$ cat src/rtl/ts_pkg.sv
// Shared transport-stream definitions for the TS transmit, receive and monitor blocks.
package ts_pkg;

    localparam logic [7:0]  TS_SYNC_BYTE = 8'h47;
    localparam int unsigned TS_PKT_LEN   = 188;

    typedef enum logic {
        HUNT   = 1'b0,
        LOCKED = 1'b1
    } ts_sync_state_e;

endpackage

$ cat src/rtl/sync_fifo.sv
// Single-clock FIFO with registered occupancy count; read data is the head entry (show-ahead).
module sync_fifo #(
    parameter int AW = 4,
    parameter int W  = 8
) (
    input  logic          clk_i,
    input  logic          rst_i,
    input  logic          wr_en_i,
    input  logic [W-1:0]  wr_data_i,
    input  logic          rd_en_i,
    output logic [W-1:0]  rd_data_o,
    output logic          full_o,
    output logic          empty_o,
    output logic [AW:0]   count_o
);
    localparam int DEPTH = 1 << AW;

    logic [W-1:0]  mem_q [DEPTH];
    logic [AW-1:0] wr_ptr_q, wr_ptr_d;
    logic [AW-1:0] rd_ptr_q, rd_ptr_d;
    logic [AW:0]   count_q, count_d;
    logic          do_wr, do_rd;

    assign full_o    = count_q[AW];
    assign empty_o   = (count_q == '0);
    assign count_o   = count_q;
    assign rd_data_o = mem_q[rd_ptr_q];

    assign do_wr = wr_en_i && !full_o;
    assign do_rd = rd_en_i && !empty_o;

    always_comb begin
        wr_ptr_d = wr_ptr_q;
        rd_ptr_d = rd_ptr_q;
        count_d  = count_q;
        if (do_wr) begin
            wr_ptr_d = wr_ptr_q + 1'b1;
        end
        if (do_rd) begin
            rd_ptr_d = rd_ptr_q + 1'b1;
        end
        if (do_wr && !do_rd) begin
            count_d = count_q + 1'b1;
        end else if (!do_wr && do_rd) begin
            count_d = count_q - 1'b1;
        end
    end

    always_ff @(posedge clk_i) begin
        if (rst_i) begin
            wr_ptr_q <= '0;
            rd_ptr_q <= '0;
            count_q  <= '0;
        end else begin
            wr_ptr_q <= wr_ptr_d;
            rd_ptr_q <= rd_ptr_d;
            count_q  <= count_d;
        end
    end

    // Storage needs no reset: the count alone decides what is valid.
    always_ff @(posedge clk_i) begin
        if (do_wr) begin
            mem_q[wr_ptr_q] <= wr_data_i;
        end
    end

endmodule

$ cat src/rtl/ts_parallel_tx.sv
// Parallel TS transmitter: byte FIFO, DCLK generator and 188-byte packet sync FSM
// driving DATA/DCLK/D_VALID toward a tuner-style receiver.
module ts_parallel_tx
    import ts_pkg::*;
#(
    parameter int DIV     = 2,
    parameter int FIFO_AW = 4
) (
    input  logic       CLK,
    input  logic       RST,
    input  logic [7:0] IN_DATA,
    input  logic       IN_VALID,
    output logic       IN_READY,
    output logic [7:0] DATA_OUT,
    output logic       DCLK_OUT,
    output logic       D_VALID_OUT,
    output logic       SYNC_ERR,
    output logic       UNDERRUN
);
    localparam int                PW       = (DIV > 1) ? $clog2(DIV) : 1;
    localparam logic [PW-1:0]     PH_LAST  = PW'(DIV - 1);
    localparam logic [FIFO_AW:0]  ALMOST   = (FIFO_AW + 1)'((1 << FIFO_AW) - 1);
    localparam logic [7:0]        POS_LAST = 8'(TS_PKT_LEN - 1);

    logic [PW-1:0]    phase_q, phase_d;
    logic             dclk_q, dclk_d;
    ts_sync_state_e   state_q, state_d;
    logic [7:0]       pos_q, pos_d;
    logic [7:0]       data_q, data_d;
    logic             dvalid_q, dvalid_d;
    logic             sync_err_q, sync_err_d;
    logic             underrun_q, underrun_d;
    logic             in_ready_q, in_ready_d;

    logic             phase_end;
    logic             load;
    logic             wr_fire;
    logic             rd_en;
    logic [7:0]       fifo_rd_data;
    logic             fifo_full;
    logic             fifo_empty;
    logic [FIFO_AW:0] fifo_count;

    assign IN_READY    = in_ready_q;
    assign DATA_OUT    = data_q;
    assign DCLK_OUT    = dclk_q;
    assign D_VALID_OUT = dvalid_q;
    assign SYNC_ERR    = sync_err_q;
    assign UNDERRUN    = underrun_q;

    assign wr_fire = IN_VALID && in_ready_q;

    sync_fifo #(
        .AW (FIFO_AW),
        .W  (8)
    ) u_fifo (
        .clk_i     (CLK),
        .rst_i     (RST),
        .wr_en_i   (wr_fire),
        .wr_data_i (IN_DATA),
        .rd_en_i   (rd_en),
        .rd_data_o (fifo_rd_data),
        .full_o    (fifo_full),
        .empty_o   (fifo_empty),
        .count_o   (fifo_count)
    );

    // The load instant is the cycle that drives DCLK 1->0, so new data settles a
    // full half-period ahead of the receiver's rising-edge sample.
    assign phase_end = (phase_q == PH_LAST);
    assign load      = phase_end && dclk_q;

    always_comb begin
        phase_d = phase_end ? '0 : phase_q + 1'b1;
        dclk_d  = phase_end ? !dclk_q : dclk_q;
    end

    // IN_READY reflects the occupancy that will hold after this edge.
    always_comb begin
        if (fifo_full) begin
            in_ready_d = rd_en;
        end else begin
            in_ready_d = !((fifo_count == ALMOST) && wr_fire && !rd_en);
        end
    end

    // state  | meaning
    // HUNT   | searching for 0x47; popped bytes are discarded
    // LOCKED | inside packet stream; pos = index of next byte, 0 expects sync
    always_comb begin
        state_d    = state_q;
        pos_d      = pos_q;
        data_d     = data_q;
        dvalid_d   = dvalid_q;
        sync_err_d = 1'b0;
        underrun_d = 1'b0;
        rd_en      = 1'b0;
        if (load) begin
            dvalid_d = 1'b0;
            if (fifo_empty) begin
                if ((state_q == LOCKED) && (pos_q != '0)) begin
                    underrun_d = 1'b1;
                end
            end else begin
                rd_en  = 1'b1;
                data_d = fifo_rd_data;
                case (state_q)
                    HUNT: begin
                        if (fifo_rd_data == TS_SYNC_BYTE) begin
                            dvalid_d = 1'b1;
                            pos_d    = 8'd1;
                            state_d  = LOCKED;
                        end
                    end
                    LOCKED: begin
                        if (pos_q != '0) begin
                            dvalid_d = 1'b1;
                            pos_d    = (pos_q == POS_LAST) ? 8'd0 : pos_q + 8'd1;
                        end else if (fifo_rd_data == TS_SYNC_BYTE) begin
                            dvalid_d = 1'b1;
                            pos_d    = 8'd1;
                        end else begin
                            sync_err_d = 1'b1;
                            state_d    = HUNT;
                        end
                    end
                    default: begin
                        state_d = HUNT;
                        pos_d   = '0;
                    end
                endcase
            end
        end
    end

    always_ff @(posedge CLK) begin
        if (RST) begin
            phase_q    <= '0;
            dclk_q     <= 1'b0;
            state_q    <= HUNT;
            pos_q      <= '0;
            data_q     <= '0;
            dvalid_q   <= 1'b0;
            sync_err_q <= 1'b0;
            underrun_q <= 1'b0;
            in_ready_q <= 1'b0;
        end else begin
            phase_q    <= phase_d;
            dclk_q     <= dclk_d;
            state_q    <= state_d;
            pos_q      <= pos_d;
            data_q     <= data_d;
            dvalid_q   <= dvalid_d;
            sync_err_q <= sync_err_d;
            underrun_q <= underrun_d;
            in_ready_q <= in_ready_d;
        end
    end

endmodule

$ cat config.mk
export PLATFORM = sky130hd
export DESIGN_NAME = ts_parallel_tx
export DESIGN_NICKNAME = d
export VERILOG_FILES = /design/src/rtl/ts_pkg.sv /design/src/rtl/sync_fifo.sv /design/src/rtl/ts_parallel_tx.sv
export SDC_FILE = /design/constraint.sdc
export NUM_CORES = 1
export LEC_CHECK = 0
export CORE_UTILIZATION = 30
export CTS_BUF_LIST = sky130_fd_sc_hd__clkbuf_8
export DETAILED_ROUTE_END_ITERATION = 16
export PLACE_DENSITY = 0.48
export SYNTH_ARGS = -nofsm -noshare
export SYNTH_HDL_FRONTEND = slang
export SYNTH_SLANG_ARGS = --single-unit
export TNS_END_PERCENT = 50
$ cat constraint.sdc
create_clock -name CLK -period 3.6 [get_ports CLK]
set_input_delay 0.72 -clock CLK [delete_from_list [all_inputs] [get_ports CLK]]
set_output_delay 0.72 -clock CLK [all_outputs]
set_load 0.01 [all_outputs]
Yosys cells after proc, flatten, opt, wreduce, memory -nomap -nowiden
Memory sizes are Yosys's and may differ from the RTL's. A register that Yosys moved wholly into a read port is not among the register bits.
Cells that the tools add are included.
Storage, ports and cells
  bits in registers: 36
  bits in writable memories: 128
  output and inout port bits: 13
  logic and storage cells: 67
  memories kept: 1
Memories
  u_fifo.mem_q: words 16, bits a word 8, read ports 1, clocked after memory_dff 1, write ports 1, line sync_fifo.sv:18  | logic [W-1:0] mem_q [DEPTH];
Operators by class
  add/subtract/negate cells: 6
  equality and inequality tests: 3
  multiplexer cells: 19
  bitwise gates (word level): 3
  reduce and logical (&&, ||, !) cells: 23
Operator list (count)
  2-to-1 mux 8 bit: 3
  one-hot mux 8 bit (2 select lines): 1
  2-to-1 mux 1 bit: 10
  2-to-1 mux 5 bit: 2
  logical AND 1 bit: 9
  adder 4 x 1 -> 4 bit, second input constant: 2
  adder 8 x 1 -> 8 bit, second input constant: 1
  equality test 8 x 7 -> 1 bit, second input constant: 1
  equality test 8 bit, second input constant: 1
  2-to-1 mux 4 bit: 2
  nonzero test 8 bit: 1
  zero test 1 bit: 7
  adder 5 x 1 -> 5 bit, second input constant: 1
  equality test 5 x 4 -> 1 bit, second input constant: 1
  zero test 5 bit: 1
  OR reduction 5 bit: 1
  subtractor 5 x 1 -> 5 bit, second input constant: 1
  inverter 1 bit: 3
  OR reduction 3 bit: 1
  one-hot mux 1 bit (2 select lines): 1
  AND reduction 2 bit: 1
  nonzero test 2 bit: 1
  OR reduction 2 bit: 1
  adder 1 bit, second input constant: 1

Depth between registers and ports, before layout
  word-level depth: 7
  gate-level depth with buffers: 14
  gate-level depth less buffers: 13

By module
From an unflattened synthesis, not the netlist that was laid out.
Unflattened totals
  cells, all modules: 432
  area total of the unflattened synthesis: 6930.4 um^2
Modules (own cells, without submodules)
  sync_fifo: instances 1, cells an instance 307, area an instance 5843.1 um^2, sequential area each 4184.0 um^2
  ts_parallel_tx: instances 1, cells an instance 125, area an instance 1087.3 um^2, sequential area each 460.4 um^2

Worst setup path after synthesis
OpenSTA, ideal clock, no wires.
  path kind: flip-flop to flip-flop
  start point: reg u_fifo.count_q[1], in the netlist u_fifo.count_o[1]
  end point: reg u_fifo.count_q[4], in the netlist u_fifo.count_o[4]
  arrival time: 3.014 ns
  path slack: 0.515 ns
  cell stages (with the launch flop): 14
  cell sequence: dfxtp_1 -> or4_1 -> nor2_1 -> nor2_2 -> inv_1 -> clkbuf_1 -> ha_1 -> inv_1 -> fa_1 -> a21o_1 -> a21oi_1 -> xnor2_1 -> or3_1 -> a21oi_1
On the way
  longest elaborated chain between the ends: 7
  elaborated cells on any way between the ends: 13
  classes of those cells: add/sub (2); mux (4); reduce/logical (7)
RTL lines
  from (decl): line sync_fifo.sv:21  | logic [AW:0] count_q, count_d;
  from (signal assigned): line sync_fifo.sv:57  | count_q <= count_d;
  branches (longest 7 deep; another with subtractor 5 x 1 -> 5 bit)
Several ways; the timed one is not identified. The select of a mux whose other input is x is not followed.
A chain may end at the register's enable or synchronous reset.

Final worst setup path
Same ends and word-level chain as after synthesis.

==> flow_summary_export.csv <==
group,metric,value,unit
status,status,"finished, violations left",
status,violations,"DRC",
yosys,yosysSeqAreaShare,68.7,%
route,route.detailed.drc,2,
yosys,yosys_most_used_dff,"edfxtp_1",
grt,grt_pass1_wl,22000,microns
route,vias,3732,
die,io_pins,24,
hold_path,min_from,"DATA_OUT[5]$_SDFFE_PP0P_",
sta,hold_slack,0.457,ns
yosys,synthCells,440,
placed_design,place.gp.congestion,0.740,
layout,multiInputGateArea,1960,sq um
placed_design,place_area,7430,sq um
layout,final_nets,513,
worst_setup_path,reg2reg_from,"u_fifo.count_o[1]$_SDFFE_PP0P_",
layout,antennaDiodeCount,0,
sta,worst_pin_slew,0.839,ns
yosys,synth_edf_count,128,
clock_network,cts_resized,0,
yosys,synth.avg_cell_area,15.4,sq um
route,wl_per_cell,17.5,microns
yosys,syn-num-nets,463,
yosys,yosysTopAreaCellShare,56.8,%
worst_setup_path,reg2reg_depth,12,
clock_network,ctsLongestPathBuffers,2,
layout,area_delta_synth_final,15.1,%
layout,drive_above_1_share,17.1,%
yosys,synth_area,6760,sq um
sta,slew_viol_final,0,
yosys,synth-async-reset-ratio,0,%
die,start_util,30.8,%
yosys,synthDistinctLibCells,49,
grt,antenna_found_initial,0,
worst_setup_path,cp-end-kind,"register",
yosys,yosysTopAreaCell,"edfxtp_1",
route,ant_nets,0,
hold_path,hold_path.class,"register to register",
layout,filler_cell_count,2052,
die,die_h,152,microns
die,core_area,22000,sq um
sta,setup_viol,0,
clock_network,cts_setup_buffers,0,
flow_run,drv_cap,0,
sta,max_freq,0.316,GHz
die,rows,54,
clock_network,root_buffer,"clkbuf_8",
pwr,vdd_drop_max,0.226,mV
sta,finalClockSkew,0.0115,ns
sta,min_period,3.16,ns
yosys,synth_warnings,0,
grt,grt_pass1_vias,3909,
clock_network,insertion_delay,0.45,ns
layout,final_common_cell,"edfxtp_1",
worst_setup_path,cp.arrival,3.55,ns
layout,final_cell_mix,"edfxtp_1 (128), nor2_1 (40), dfxtp_1 (39), nand2_1 (30), buf_4 (28)",
grt,grt.total_usage,12.6,%
worst_setup_path,reg2reg_slack,0.44,ns
route,first_pass_iters,10,
pwr,p_leak,2.47,nW
yosys,yosys_register_bits,168,
hold_path,holdPathStages,2,
grt,grt_overflow,0,
route,wl,13600,microns
clock_network,cts_buffers,17,
layout,fin_area,7790,sq um
worst_setup_path,crit_type,"register to register",
sta,finalHoldViolations,0,
clock_network,cts_tree,"yes",
worst_setup_path,r2r_end,"u_fifo.count_o[4]$_SDFFE_PP0P_",
die,chipWidth,152,microns
sta,rsz0062_at_grt,"no",
clock_network,path_clk_slew,0.09,ns
layout,seq_area,4650,sq um
worst_setup_path,start_kind,"register",
placed_design,io_buffers,23,
clock_network,hold_buffers,0,
clock_network,cts.sinks,168,
route,drt_iter0_markers,219,
pwr,total_power,3.87,mW
worst_setup_path,cp_max_fo,19,
pwr,p_per_area,496,nW/um^2
sta,period_share,87.9,%
die,dieArea,23200,sq um
clock_network,htreeDepth,4,
route,via_per_inst,4.77,
grt,grt_max_degree,36,
sta,maxSlewHeadroom,43.6,%
placed_design,hpwl,9560,microns
worst_setup_path,critPathRequiredTime,3.98,ns
sta,fin_setup_tns,0,ns
hold_path,min_to,"DATA_OUT[5]$_SDFFE_PP0P_",
yosys,yosys-top-cells-area,"edfxtp_1 (57%), dfxtp_1 (12%), mux4_2 (8.3%)",
logic make-up (layout without fill, tap and decap cells):
group | after synthesis | count (layout) | share of synthesized area [%]
flip-flops | 168 | 168 | 68.7
AND/OR/NAND/NOR | 117 | 117 | 8.16
AO/OA/AOI/OAI | 61 | 61 | 6.18
multiplexers | 40 | 40 | 10.5
buffers and inverters | 28 | 90 | 2.31
XOR/XNOR | 14 | 14 | 1.81
adder cells (fa/ha/maj) | 12 | 12 | 2.33
metal layers:
metal / up-vias / track usage (%) / routed length (microns)
li1: 1797 / - / -
met1: 1871 / 16.9 / 6560
met2: 57 / 19.9 / 6560
met3: 7 / 3.30 / 419
met4: 0 / 3.98 / 110
met5: - / 0 / 0
critical path: stages (launching register included):
cell     delay [ns]
dfxtp_1        0.37
or4_1          0.54
nor2_1         0.24
nor2_2         0.21
inv_1          0.11
ha_1           0.19
inv_1          0.11
fa_1           0.43
a21o_1         0.18
a21oi_1        0.18
xnor2_1        0.09
or3_1          0.30
a21oi_1        0.14
Yosys cell counts, drive strengths merged, types with 9 or more instances:
master,n
a21oi,17
clkbuf,14
dfxtp,40
edfxtp,128
ha,11
mux2i,15
mux4,25
nand2,30
nand3,13
nor2,41
o21ai,9
where the power goes:
part           switching [mW]  internal [mW]  total (mW)
Clock                   0.694          0.546        1.24
Combinational           0.230          0.205       0.436
Sequential             0.0524           2.14        2.19
Total                   0.977           2.89        3.87
worst max-delay path by stage:
stage	from	endpoint	slack (ns)	cells past startpoint
global route	u_fifo.count_o[1]$_SDFFE_PP0P_	u_fifo.count_o[4]$_SDFFE_PP0P_	0.21	12
detailed placement	u_fifo.count_o[1]$_SDFFE_PP0P_	u_fifo.count_o[4]$_SDFFE_PP0P_	0.45	12
floorplan	u_fifo.count_o[1]$_SDFFE_PP0P_	u_fifo.count_o[4]$_SDFFE_PP0P_	0.52	13
finish	u_fifo.count_o[1]$_SDFFE_PP0P_	u_fifo.count_o[4]$_SDFFE_PP0P_	0.44	12
CTS	u_fifo.count_o[1]$_SDFFE_PP0P_	u_fifo.count_o[4]$_SDFFE_PP0P_	0.41	12
global placement	IN_VALID	u_fifo.count_o[4]$_SDFFE_PP0P_	0.55	11
state kept, by name (all words and copies together), names as in the netlist, named ones only:
| signal | flops |
|---|---|
| u_fifo.mem_q | 128 |
| DATA_OUT | 8 |
| pos_q | 8 |
| u_fifo.count_o | 5 |
| u_fifo.rd_ptr_q | 4 |
| u_fifo.wr_ptr_q | 4 |
| DCLK_OUT | 1 |
| D_VALID_OUT | 1 |
| IN_READY | 1 |
| SYNC_ERR | 1 |
| UNDERRUN | 1 |
| phase_end | 1 |
| state_q | 1 |
stage by stage:
stage | utilization [%] | instances | worst slack [ns]
2_1_floorplan | - | 440 | 0.515
3_3_place_gp | 33.8 | 751 | 0.548
3_5_place_dp | 33.8 | 751 | 0.453
4_1_cts | 35.5 | 782 | 0.406
5_1_grt | 35.5 | 782 | 0.206
6_report | 35.5 | 782 | 0.435
final cells by class:
cell class | instances | area share [%]
Multi-Input combinational cell | 244 | 25.2
Clock inverter | 14 | 1.61
Clock buffer | 17 | 3.00
Inverter | 8 | 0.386
Tap cell | 280 | 4.50
Timing Repair Buffer | 51 | 5.65
Sequential cell | 168 | 59.6
Note: power is estimated with default switching activity, not from simulation.
